<file path="config.mk">
export PLATFORM = sky130hd
export DESIGN_NAME = optical_nxn_xbar_cfg_ctrl
export DESIGN_NICKNAME = d
export VERILOG_FILES = /design/src/rtl/optical_nxn_xbar_cfg_ctrl.sv
export SDC_FILE = /design/constraint.sdc
export NUM_CORES = 1
export LEC_CHECK = 0
export CAP_MARGIN = 0
export CORE_UTILIZATION = 48
export CTS_BUF_LIST = sky130_fd_sc_hd__clkbuf_8 sky130_fd_sc_hd__clkbuf_16
export CTS_CLUSTER_SIZE = 28
export DETAILED_ROUTE_END_ITERATION = 8
export PLACE_DENSITY = 0.82
export SETUP_SLACK_MARGIN = 0.4
export SLEW_MARGIN = 0
export SYNTH_ARGS = -nofsm -noshare
export SYNTH_HDL_FRONTEND = slang
export SYNTH_SLANG_ARGS = --single-unit
</file>
<file path="constraint.sdc">
create_clock -name i_clk -period 3 [get_ports i_clk]
set_clock_uncertainty 0.15 [all_clocks]
set_input_delay 0.3 -clock i_clk [delete_from_list [all_inputs] [get_ports i_clk]]
set_output_delay 0.3 -clock i_clk [all_outputs]
set_load 0.01 [all_outputs]
</file>
<file path="src/rtl/optical_nxn_xbar_cfg_ctrl.sv">
// N-port optical crosspoint configuration controller: validates a destination permutation,
// drives BAR/CROSS crosspoints, then sequences settling and the completion handshake.
// Optional: define OPT_XBAR_SKIP_SAME_EN to complete unchanged configurations without re-driving.
module optical_nxn_xbar_cfg_ctrl #(
   parameter int   P_PORTS      = 8,
   parameter int   P_W          = $clog2(P_PORTS),
   parameter logic P_BAR        = 1'b0,
   parameter logic P_CROSS      = 1'b1,
   parameter int   P_SETTLE_CYC = 16,
   parameter int   P_TIMEOUT    = 1024
) (
   input  logic                         i_clk,
   input  logic                         i_rst_n,
   input  logic [P_PORTS*P_W-1:0]       i_req,
   input  logic                         i_req_valid,
   output logic                         o_req_ready,
   output logic [P_PORTS*P_PORTS-1:0]   o_switch_grant,
   output logic                         o_grant_valid,
   input  logic                         i_config_end,
   output logic                         o_busy,
   output logic                         o_done,
   output logic                         o_err,
   output logic [1:0]                   o_err_code
);

   localparam int C_MAX = (P_SETTLE_CYC > P_TIMEOUT) ? P_SETTLE_CYC : P_TIMEOUT;
   localparam int C_CW  = $clog2(C_MAX + 1);
   localparam logic [C_CW-1:0] C_SETTLE_LAST = C_CW'(P_SETTLE_CYC - 1);
   localparam logic [C_CW-1:0] C_TO_LAST     = C_CW'((P_TIMEOUT == 0) ? 0 : P_TIMEOUT - 1);

   typedef enum logic [2:0] {
      S_IDLE,
      S_CHECK,
      S_DRIVE,
      S_SETTLE,
      S_WAIT_END
   } state_t;

   state_t                       state;
   logic [P_PORTS*P_W-1:0]       req_q;
   logic [C_CW-1:0]              cnt;
   logic [P_PORTS*P_PORTS-1:0]   mat;
   logic [P_PORTS-1:0]           used;
   logic                         conflict;
   logic [P_W-1:0]               dest;

   // Matrix and column-conflict flag from the latched request; an output already
   // claimed by a lower-numbered input marks a duplicate destination.
   always_comb begin
      mat      = {(P_PORTS*P_PORTS){P_BAR}};
      used     = '0;
      conflict = 1'b0;
      dest     = '0;
      for (int unsigned i = 0; i < P_PORTS; i++) begin
         dest = req_q[i*P_W +: P_W];
         if (used[dest]) conflict = 1'b1;
         used[dest] = 1'b1;
         mat[i*P_PORTS + 32'(dest)] = P_CROSS;
      end
   end

   always_ff @(posedge i_clk or negedge i_rst_n) begin
      if (!i_rst_n) begin
         state          <= S_IDLE;
         req_q          <= '0;
         cnt            <= '0;
         o_switch_grant <= {(P_PORTS*P_PORTS){P_BAR}};
         o_req_ready    <= 1'b1;
         o_grant_valid  <= 1'b0;
         o_busy         <= 1'b0;
         o_done         <= 1'b0;
         o_err          <= 1'b0;
         o_err_code     <= 2'b00;
      end else begin
         o_grant_valid <= 1'b0;
         o_done        <= 1'b0;
         o_err         <= 1'b0;
         o_err_code    <= 2'b00;
         case (state)
            S_IDLE: begin
               if (i_req_valid && o_req_ready) begin
                  req_q       <= i_req;
                  state       <= S_CHECK;
                  o_req_ready <= 1'b0;
                  o_busy      <= 1'b1;
               end
            end
            S_CHECK: begin
               if (conflict) begin
                  o_err       <= 1'b1;
                  o_err_code  <= 2'b01;
                  state       <= S_IDLE;
                  o_req_ready <= 1'b1;
                  o_busy      <= 1'b0;
               end
`ifdef OPT_XBAR_SKIP_SAME_EN
               else if (mat == o_switch_grant) begin
                  o_done      <= 1'b1;
                  state       <= S_IDLE;
                  o_req_ready <= 1'b1;
                  o_busy      <= 1'b0;
               end
`endif
               else begin
                  o_switch_grant <= mat;
                  o_grant_valid  <= 1'b1;
                  state          <= S_DRIVE;
               end
            end
            S_DRIVE: begin
               cnt   <= '0;
               state <= S_SETTLE;
            end
            S_SETTLE: begin
               if (cnt == C_SETTLE_LAST) begin
                  cnt   <= '0;
                  state <= S_WAIT_END;
               end else begin
                  cnt <= cnt + C_CW'(1);
               end
            end
            S_WAIT_END: begin
               if (i_config_end) begin
                  o_done      <= 1'b1;
                  state       <= S_IDLE;
                  o_req_ready <= 1'b1;
                  o_busy      <= 1'b0;
               end else if (P_TIMEOUT != 0 && cnt == C_TO_LAST) begin
                  o_err       <= 1'b1;
                  o_err_code  <= 2'b10;
                  state       <= S_IDLE;
                  o_req_ready <= 1'b1;
                  o_busy      <= 1'b0;
               end else if (P_TIMEOUT != 0) begin
                  cnt <= cnt + C_CW'(1);
               end
            end
            default: begin
               state       <= S_IDLE;
               o_req_ready <= 1'b1;
               o_busy      <= 1'b0;
            end
         endcase
      end
   end

endmodule

</file>
==> impl_results.html, run 1 <==
<table>
<tr><th>Metric</th><th>Value</th></tr>
<tr><th colspan="2">Final layout</th></tr>
<tr><td>ANT cells</td><td>0</td></tr>
<tr><td>Share of post-route cells with drive strength above 1</td><td>between 30% and 40%</td></tr>
<tr><td>Post-layout util</td><td>around three quarters</td></tr>
<tr><td>Layout filler cell count</td><td>about 710</td></tr>
<tr><td>Most frequent cells in the layout</td><td>97 x dfrtp_1, 97 x clkdlybuf4s50_1, 85 x buf_4</td></tr>
<tr><td>Layout Nets</td><td>704</td></tr>
<tr><td>Post-route cell area</td><td>between 8000 and 9000 sq um</td></tr>
<tr><td>Area Growth Syn to Fin</td><td>49.7%</td></tr>
<tr><th colspan="2">Critical path</th></tr>
<tr><td>CP required</td><td>~3100 ps</td></tr>
<tr><td>Largest stage delay, worst path</td><td>about 570 ps</td></tr>
<tr><td>Arrival time of data at the critical path endpoint</td><td>3170 ps</td></tr>
<tr><td>Startpoint-to-endpoint class of the critical path</td><td>flip-flop to flip-flop</td></tr>
<tr><td>Cells along the critical path</td><td>and3b_1, or4_4, a22oi_2, o22ai_2, a2111oi_4, nand4_4, nor2_8, buf_12, mux2_2</td></tr>
<tr><td>Cell with the largest stage delay on the worst path</td><td>or4_4</td></tr>
<tr><td>Endpoint class of the critical path</td><td>flip-flop</td></tr>
<tr><td>Critical Path Fanout Max</td><td>14</td></tr>
<tr><td>Kind of launch point of the worst setup path</td><td>flip-flop</td></tr>
<tr><th colspan="2">Drt</th></tr>
<tr><td>Via density per instance</td><td>roughly 6</td></tr>
<tr><td>Total vias in the final route</td><td>between 4000 and 5000</td></tr>
<tr><td>Count of unresolved DRC violations after routing</td><td>0</td></tr>
<tr><td>Drt first-iter violations</td><td>between 200 and 300</td></tr>
<tr><td>Number of routed nets with antenna violations</td><td>0</td></tr>
<tr><td>Number of detailed-routing iterations run before antenna repair</td><td>5</td></tr>
<tr><td>Total wire length</td><td>16800 um</td></tr>
<tr><td>DR WL/cell</td><td>about 20 um</td></tr>
<tr><th colspan="2">Yosys</th></tr>
<tr><td>Count of unique library cells instantiated by Yosys</td><td>61</td></tr>
<tr><td>Post-synthesis async set-or-reset flop share</td><td>100%</td></tr>
<tr><td>Number of instances in the synthesized netlist</td><td>509</td></tr>
<tr><td>Synth Cell Area</td><td>around 5500 sq um</td></tr>
<tr><td>Ys flop type</td><td>dfrtp_1</td></tr>
<tr><td>Post-synthesis sequential area ratio</td><td>around half</td></tr>
<tr><td>Total nets after synthesis</td><td>between 500 and 600</td></tr>
<tr><td>Mean area per synthesized cell</td><td>around 11 sq um</td></tr>
<tr><td>Post-synthesis sequential element count</td><td>between 100 and 150</td></tr>
<tr><td>EDFF count, synth</td><td>0</td></tr>
<tr><td>Yosys warnings</td><td>0</td></tr>
<tr><th colspan="2">Clocking</th></tr>
<tr><td>CTS Sinks</td><td>109</td></tr>
<tr><td>Clock-pin slew on the worst setup and hold paths</td><td>approximately 70 ps</td></tr>
<tr><td>CTS buffer count</td><td>9</td></tr>
<tr><td>CTS root buf</td><td>clkbuf_16</td></tr>
<tr><td>Clock latency on the worst-skew pair</td><td>approximately 350 ps</td></tr>
<tr><td>Maximum number of buffers from clock root to sink</td><td>2</td></tr>
<tr><td>TritonCTS clock tree</td><td>done</td></tr>
<tr><td>Maximum level of the CTS H-tree</td><td>3</td></tr>
<tr><th colspan="2">Floorplanning</th></tr>
<tr><td>Number of rows created at floorplan</td><td>38</td></tr>
<tr><td>Die height</td><td>109 um</td></tr>
<tr><td>Std-Cell Core Area</td><td>about 11000 sq um</td></tr>
<tr><td>Die width</td><td>~110 um</td></tr>
<tr><td>Die area</td><td>between 10000 and 15000 sq um</td></tr>
<tr><td>Number of top-level pins</td><td>99</td></tr>
<tr><td>Initial core utilization</td><td>49.9%</td></tr>
<tr><th colspan="2">GRT</th></tr>
<tr><td>Via count of the first global-routing pass</td><td>4679</td></tr>
<tr><td>Antenna violations before repair</td><td>0</td></tr>
<tr><td>Sum of overflow across all layers after global routing</td><td>0</td></tr>
<tr><td>Global-route wire length before repair</td><td>approximately 25000 um</td></tr>
<tr><td>Pin count of the biggest net entering global routing</td><td>56</td></tr>
<tr><td>Gr usage total</td><td>between 20% and 30%</td></tr>
<tr><th colspan="2">STA</th></tr>
<tr><td>Actual transition at the worst max-transition pin</td><td>807 ps</td></tr>
<tr><td>Slew Limit Fails</td><td>0</td></tr>
<tr><td>Count of endpoints failing hold in the final timing report</td><td>0</td></tr>
<tr><td>Highest clock frequency the design can meet</td><td>between 300 and 400 MHz</td></tr>
<tr><td>Count of final setup violators</td><td>60</td></tr>
<tr><td>Worst-case setup margin in the final layout</td><td>-87.7 ps</td></tr>
<tr><td>Setup repair after global routing missed its margin</td><td>true</td></tr>
<tr><td>Slew headroom</td><td>between 40 and 50%</td></tr>
<tr><td>Final period demand of the worst path</td><td>a little over 3000 ps</td></tr>
<tr><td>Post-route worst hold slack</td><td>~340 ps</td></tr>
<tr><td>Post-route fraction of the period consumed by the critical path</td><td>103%</td></tr>
<tr><th colspan="2">Job</th></tr>
<tr><td># Max-Cap Violations</td><td>0</td></tr>
<tr><th colspan="2">Placed design</th></tr>
<tr><td>Setup WS pre-CTS</td><td>-331 ps</td></tr>
<tr><td>Post-place instance area</td><td>7060 sq um</td></tr>
<tr><td>Half-perimeter wire length of the detailed placement result</td><td>10900 um</td></tr>
<tr><td>Buffers added on ports</td><td>98</td></tr>
<tr><td>Final weighted congestion of routability-driven global placement</td><td>around 0.94</td></tr>
<tr><th colspan="2">Worst hold path</th></tr>
<tr><td>Hold WC Path Type</td><td>flip-flop to flip-flop</td></tr>
<tr><th colspan="2">Power and ir drop</th></tr>
<tr><td>Leakage power summed over all cells</td><td>between 3 and 4 nW</td></tr>
<tr><td>Worst IR Drop VDD</td><td>0.755 mV</td></tr>
<tr><td>Power per unit of standard cell area</td><td>around 1200 nW/um^2</td></tr>
<tr><th colspan="2">Outcome</th></tr>
<tr><td>Result of the run</td><td>finished with violations</td></tr>
<tr><td>Violated checks</td><td>negative setup slack</td></tr>
</table>
==> path summary, 6_finish.rpt <==
kind / startpoint / to / slack [ps] / cells after the start
min reg2reg: o_switch_grant[26]$_DFFE_PN0P_ / o_switch_grant[26]$_DFFE_PN0P_ / 340 / 1
min: o_switch_grant[26]$_DFFE_PN0P_ / o_switch_grant[26]$_DFFE_PN0P_ / 340 / 1
max reg2reg: req_q[4]$_DFFE_PN0P_ / o_switch_grant[47]$_DFFE_PN0P_ / -90 / 9
max in group asynchronous: i_rst_n / o_req_ready$_DFFE_PN1P_ / 1530 / 3
min in group asynchronous: i_rst_n / o_switch_grant[3]$_DFFE_PN0P_ / 390 / 2
max: req_q[4]$_DFFE_PN0P_ / o_switch_grant[47]$_DFFE_PN0P_ / -90 / 9
==> critical path, delay by kind of cell (launching register included) <==
kind / cells / cell delay, ps
flip-flops: 1 / 460
AND/OR/NAND/NOR: 4 / 1190
multiplexers: 1 / 340
buffers and inverters: 1 / 190
AO/OA/AOI/OAI: 3 / 630
==> sequential cells by signal (all words and copies together), names as in the netlist, 2 cells and up <==
signal          flops
o_err_code          2
cnt                11
o_switch_grant     64
req_q              24
state               3
==> final cells by class <==
cell class,count,area [sq um],area share (%)
clock buffers,9,225,2.75
well taps,140,175,2.14
inverters,4,15.0,0.183
clock inverters,7,91.3,1.11
flip-flops and latches,109,2740,33.5
repair buffers,196,1890,23.0
multi-input cells,355,3060,37.3
==> stage by stage <==
step	setup TNS [ps]	cells	total power [mW]
after detailed placement	-19040	784	6.65
after CTS	-1150	809	8.64
after floorplan	0	509	4.73
after global placement	-25750	784	6.53
after global routing	-9160	820	10.0
final	-3230	820	9.54
==> repair_timing <==
| item | in CTS | in global routing |
|---|---|---|
| endpoints found under the setup margin | 71 | 80 |
| hold buffers | 1 | 0 |
| pin swaps | 13 | 18 |
| endpoints found under the hold margin | 54 | 0 |
| buffers inserted | 5 | 8 |
| gates cloned | 3 | 3 |
| gates resized for setup | 72 | 77 |
==> cells by family after synthesis <==
logic type	synth area share [%]
fa+ha+maj	0.411
buf+inv	4.23
simple gates	18.1
mux	13.2
xor+xnor	0.480
flops	49.8
compound gates	13.8
==> routing by layer <==
| metal | vias to the layer above | GRT usage (%) | share of wire, % |
|---|---|---|---|
| li1 | 2239 | - | - |
| met1 | 2446 | 38.4 | 43 |
| met2 | 226 | 42.9 | 49 |
| met3 | 32 | 5.14 | 5.5 |
| met4 | 0 | 9.17 | 2.5 |
| met5 | - | 0 | 0 |
==> synth_stat cells, drive strengths merged (3+ instances only) <==
| cell | count | area share, % |
|---|---|---|
| nand3 | 11 | 1.0 |
| nor2 | 28 | 2.2 |
| a2111oi | 5 | 0.94 |
| nand2 | 25 | 1.7 |
| nor3b | 17 | 2.3 |
| nand4 | 8 | 1.0 |
| o41ai | 4 | 0.78 |
| o21ai | 51 | 4.7 |
| and3b | 6 | 0.96 |
| nor2b | 4 | 0.46 |
| clkbuf | 19 | 1.3 |
| a31oi | 6 | 0.69 |
| o31ai | 23 | 3.2 |
| and3 | 9 | 1.0 |
| inv | 4 | 0.27 |
| xnor2 | 3 | 0.48 |
| dfrtp | 108 | 49 |
| nor4 | 9 | 1.1 |
| a211oi | 4 | 0.55 |
| nand2b | 4 | 0.46 |
| nand3b | 10 | 1.4 |
| or3b | 4 | 0.64 |
| nor3 | 20 | 1.8 |
| or4 | 3 | 0.48 |
| or3 | 3 | 0.34 |
| and2 | 3 | 0.34 |
| buf | 22 | 2.7 |
| a21oi | 9 | 0.82 |
| mux2 | 64 | 13 |
==> where the power goes <==
part           switching (mW)  internal [mW]  leakage (nW)
clock                   0.550          0.728         0.149
sequential              0.509           1.98          1.43
combinational            2.83           2.95          1.92
total                    3.89           5.66          3.50
No activity file was read; power rests on OpenSTA's default activity.
==> inputs of run 2 (changes only) <==
--- a/config.mk
+++ b/config.mk
@@ -6,6 +6,7 @@
 export NUM_CORES = 1
 export LEC_CHECK = 0
 export CAP_MARGIN = 0
+export CORE_ASPECT_RATIO = 0.75
 export CORE_UTILIZATION = 48
 export CTS_BUF_LIST = sky130_fd_sc_hd__clkbuf_8 sky130_fd_sc_hd__clkbuf_16
 export CTS_CLUSTER_SIZE = 28
==> impl_results.html, run 2 (synthesis gave the netlist of run 1 again) <==
<table>
<tr><th>Metric</th><th>Value</th></tr>
<tr><th colspan="2">Floorplanning</th></tr>
<tr><td>Number of top-level pins</td><td>99 (unchanged)</td></tr>
<tr><td>Number of rows created at floorplan</td><td>33 (-13%)</td></tr>
<tr><td>Die area</td><td>11800 sq um (about the same)</td></tr>
<tr><td>Std-Cell Core Area</td><td>11000 sq um (+0.38%)</td></tr>
<tr><td>Die width</td><td>125 um (+15%)</td></tr>
<tr><td>Initial core utilization</td><td>49.7% (-0.19 points)</td></tr>
<tr><td>Die height</td><td>94.5 um (-13%)</td></tr>
<tr><th colspan="2">Outcome</th></tr>
<tr><td>Violated checks</td><td>design-rule violations, negative hold slack, negative setup slack</td></tr>
<tr><td>Result of the run</td><td>finished with violations</td></tr>
<tr><th colspan="2">Final layout</th></tr>
<tr><td>Most frequent cells in the layout</td><td>99 x dfrtp_1, 97 x clkdlybuf4s50_1, 91 x buf_4</td></tr>
<tr><td>Biggest regs</td><td>o_switch_grant (64), req_q (24), cnt (11)</td></tr>
<tr><td>ANT cells</td><td>0 (unchanged)</td></tr>
<tr><td>Largest register by flop count</td><td>o_switch_grant</td></tr>
<tr><td>Share of post-route cells with drive strength above 1</td><td>37.6% (+0.53 points)</td></tr>
<tr><td>Layout filler cell count</td><td>684 (-3.0%)</td></tr>
<tr><td>Final cell count without fillers</td><td>829 (+1.1%)</td></tr>
<tr><td>Max reg flops</td><td>64 (unchanged)</td></tr>
<tr><td>Layout Nets</td><td>714 (+1.4%)</td></tr>
<tr><td>Leading cell type in the layout, fill and taps excluded</td><td>dfrtp_1</td></tr>
<tr><td>Area Growth Syn to Fin</td><td>50.9%</td></tr>
<tr><th colspan="2">Clocking</th></tr>
<tr><td>TritonCTS clock tree</td><td>done</td></tr>
<tr><td>Maximum number of buffers from clock root to sink</td><td>2 (unchanged)</td></tr>
<tr><td>Clock latency on the worst-skew pair</td><td>360 ps (about the same)</td></tr>
<tr><td>Clock-pin slew on the worst setup and hold paths</td><td>70 ps (about the same)</td></tr>
<tr><td>Hold buffer count at CTS</td><td>0 (-1)</td></tr>
<tr><td>CTS root buf</td><td>clkbuf_16</td></tr>
<tr><td>CTS buffer count</td><td>9 (unchanged)</td></tr>
<tr><td>CTS Sinks</td><td>109 (unchanged)</td></tr>
<tr><td>Maximum level of the CTS H-tree</td><td>3 (unchanged)</td></tr>
<tr><th colspan="2">GRT</th></tr>
<tr><td>Antenna violations before repair</td><td>0 (unchanged)</td></tr>
<tr><td>Pin count of the biggest net entering global routing</td><td>82 (+46%)</td></tr>
<tr><td>Gr usage total</td><td>29.4% (+2.0 points)</td></tr>
<tr><td>Global-route wire length before repair</td><td>26500 um (+7.6%)</td></tr>
<tr><td>Via count of the first global-routing pass</td><td>4960 (+6.0%)</td></tr>
<tr><td>Sum of overflow across all layers after global routing</td><td>0 (unchanged)</td></tr>
<tr><th colspan="2">Critical path</th></tr>
<tr><td>Critical Path Fanout Max</td><td>7 (-7)</td></tr>
<tr><td>Startpoint-to-endpoint class of the critical path</td><td>flip-flop to flip-flop</td></tr>
<tr><td>Worst-case reg-to-reg path depth</td><td>10 (+1)</td></tr>
<tr><td>CP required</td><td>3090 ps (about the same)</td></tr>
<tr><td>Arrival time of data at the critical path endpoint</td><td>3300 ps (+130 ps)</td></tr>
<tr><td>Kind of launch point of the worst setup path</td><td>flip-flop</td></tr>
<tr><td>Endpoint class of the critical path</td><td>flip-flop</td></tr>
<tr><th colspan="2">Placed design</th></tr>
<tr><td>Buffers added on ports</td><td>98 (unchanged)</td></tr>
<tr><td>Post-placement cell count</td><td>782 (-0.26%)</td></tr>
<tr><td>Final weighted congestion of routability-driven global placement</td><td>0.926 (-1.1%)</td></tr>
<tr><td>Half-perimeter wire length of the detailed placement result</td><td>11100 um (+2.6%)</td></tr>
<tr><td>Setup WS pre-CTS</td><td>-288 ps (+42.8 ps)</td></tr>
<tr><th colspan="2">Job</th></tr>
<tr><td># Max-Cap Violations</td><td>0 (unchanged)</td></tr>
<tr><th colspan="2">Power and ir drop</th></tr>
<tr><td>Leakage power summed over all cells</td><td>3.57 nW (+1.9%)</td></tr>
<tr><td>Power per unit of standard cell area</td><td>1170 nW/um^2 (+0.47%)</td></tr>
<tr><td>Worst IR Drop VDD</td><td>0.542 mV (-28%)</td></tr>
<tr><th colspan="2">STA</th></tr>
<tr><td>Final period demand of the worst path</td><td>3210 ps (+122 ps)</td></tr>
<tr><td>Count of endpoints failing hold in the final timing report</td><td>78 (+78)</td></tr>
<tr><td>Slew Limit Fails</td><td>0 (unchanged)</td></tr>
<tr><td>Setup TNS</td><td>-10230 ps (-7000 ps)</td></tr>
<tr><td>Setup repair after global routing missed its margin</td><td>true</td></tr>
<tr><td>Worst-case setup margin in the final layout</td><td>-210 ps (-122 ps)</td></tr>
<tr><td>Post-route worst hold slack</td><td>-27.8 ps (-368 ps)</td></tr>
<tr><td>Actual transition at the worst max-transition pin</td><td>1000 ps (+194 ps)</td></tr>
<tr><td>Highest clock frequency the design can meet</td><td>312 MHz (-3.8%)</td></tr>
<tr><td>Slew headroom</td><td>33.3% (-13 points)</td></tr>
<tr><td>Post-route fraction of the period consumed by the critical path</td><td>107% (+4.1 points)</td></tr>
<tr><td>Count of final setup violators</td><td>68 (+13%)</td></tr>
<tr><th colspan="2">Drt</th></tr>
<tr><td>DR WL/cell</td><td>21.8 um (+6.4%)</td></tr>
<tr><td>Drt first-iter violations</td><td>509 (+89%)</td></tr>
<tr><td>Count of unresolved DRC violations after routing</td><td>8 (+8)</td></tr>
<tr><td>Number of detailed-routing iterations run before antenna repair</td><td>7 (+2)</td></tr>
<tr><td>Total vias in the final route</td><td>5110 (+3.4%)</td></tr>
<tr><td>Number of routed nets with antenna violations</td><td>0 (unchanged)</td></tr>
<tr><td>Total wire length</td><td>18000 um (+7.5%)</td></tr>
<tr><td>Via density per instance</td><td>6.16 (+2.3%)</td></tr>
<tr><th colspan="2">Worst hold path</th></tr>
<tr><td>Hold WC Path Type</td><td>input pin to asynchronous set/reset pin</td></tr>
</table>
[run 2: worst paths after layout]
| kind | startpoint | end | slack, ps |
|---|---|---|---|
| worst min-delay path | i_rst_n | o_switch_grant[27]$_DFFE_PN0P_ | -30 |
| worst max register to register | req_q[7]$_DFFE_PN0P_ | o_switch_grant[10]$_DFFE_PN0P_ | -210 |
| worst max-delay path | req_q[7]$_DFFE_PN0P_ | o_switch_grant[10]$_DFFE_PN0P_ | -210 |
| min in group i_clk | o_switch_grant[28]$_DFFE_PN0P_ | o_switch_grant[28]$_DFFE_PN0P_ | 350 |
| worst min register to register | o_switch_grant[28]$_DFFE_PN0P_ | o_switch_grant[28]$_DFFE_PN0P_ | 350 |
| max in group asynchronous | i_rst_n | o_switch_grant[60]$_DFFE_PN0P_ | 1900 |
[run 2: critical path, cell delays in order, from the launching register on]
cell	delay, ps
dfrtp_2	450
and3b_1	230
or4_4	570
a22oi_2	210
o22ai_2	110
a2111oi_4	360
nand4_4	210
nor2_8	160
buf_12	140
clkbuf_16	160
mux2_1	320
[run 2: cell type report]
cell class / instances / area (sq um) / share of cell area (%)
timing repair buffer: 206 / 2040 / 24.7
inverter: 4 / 15.0 / 0.182
multi-input combinational: 355 / 3010 / 36.4
sequential: 109 / 2740 / 33.2
clock inverter: 6 / 57.6 / 0.697
clock buffer: 9 / 225 / 2.73
tap: 140 / 175 / 2.12
[run 2: stage by stage]
stage	utilization [%]	power (mW)	cell area (sq um)
floorplan	-	4.73	5500
global placement	63.9	6.54	7040
CTS	70.8	8.78	7800
detailed placement	63.9	6.70	7040
finish	74.9	9.66	8260
global route	74.9	10.1	8260
[run 2: metal layers]
metal | up-vias | routed length, um | global-route usage (%)
met3 | 38 | 1390 | 6.69
met5 | - | 0 | 0
met1 | 2550 | 7720 | 40.8
met2 | 269 | 8590 | 46.6
met4 | 0 | 344 | 8.23
li1 | 2253 | - | -
[run 2: power by group]
part           internal (mW)  switching [mW]  total (mW)
Combinational           3.11            2.87        5.98
Clock                  0.636           0.539        1.17
Sequential              1.98           0.525        2.50
Total                   5.73            3.94        9.66
[run 2: repair_timing]
action | in CTS | in global routing
endpoints found under the setup margin | 70 | 81
gates resized for setup | 65 | 84
setup buffers | 17 | 7
pin swaps | 9 | 23
gates cloned | 4 | 4
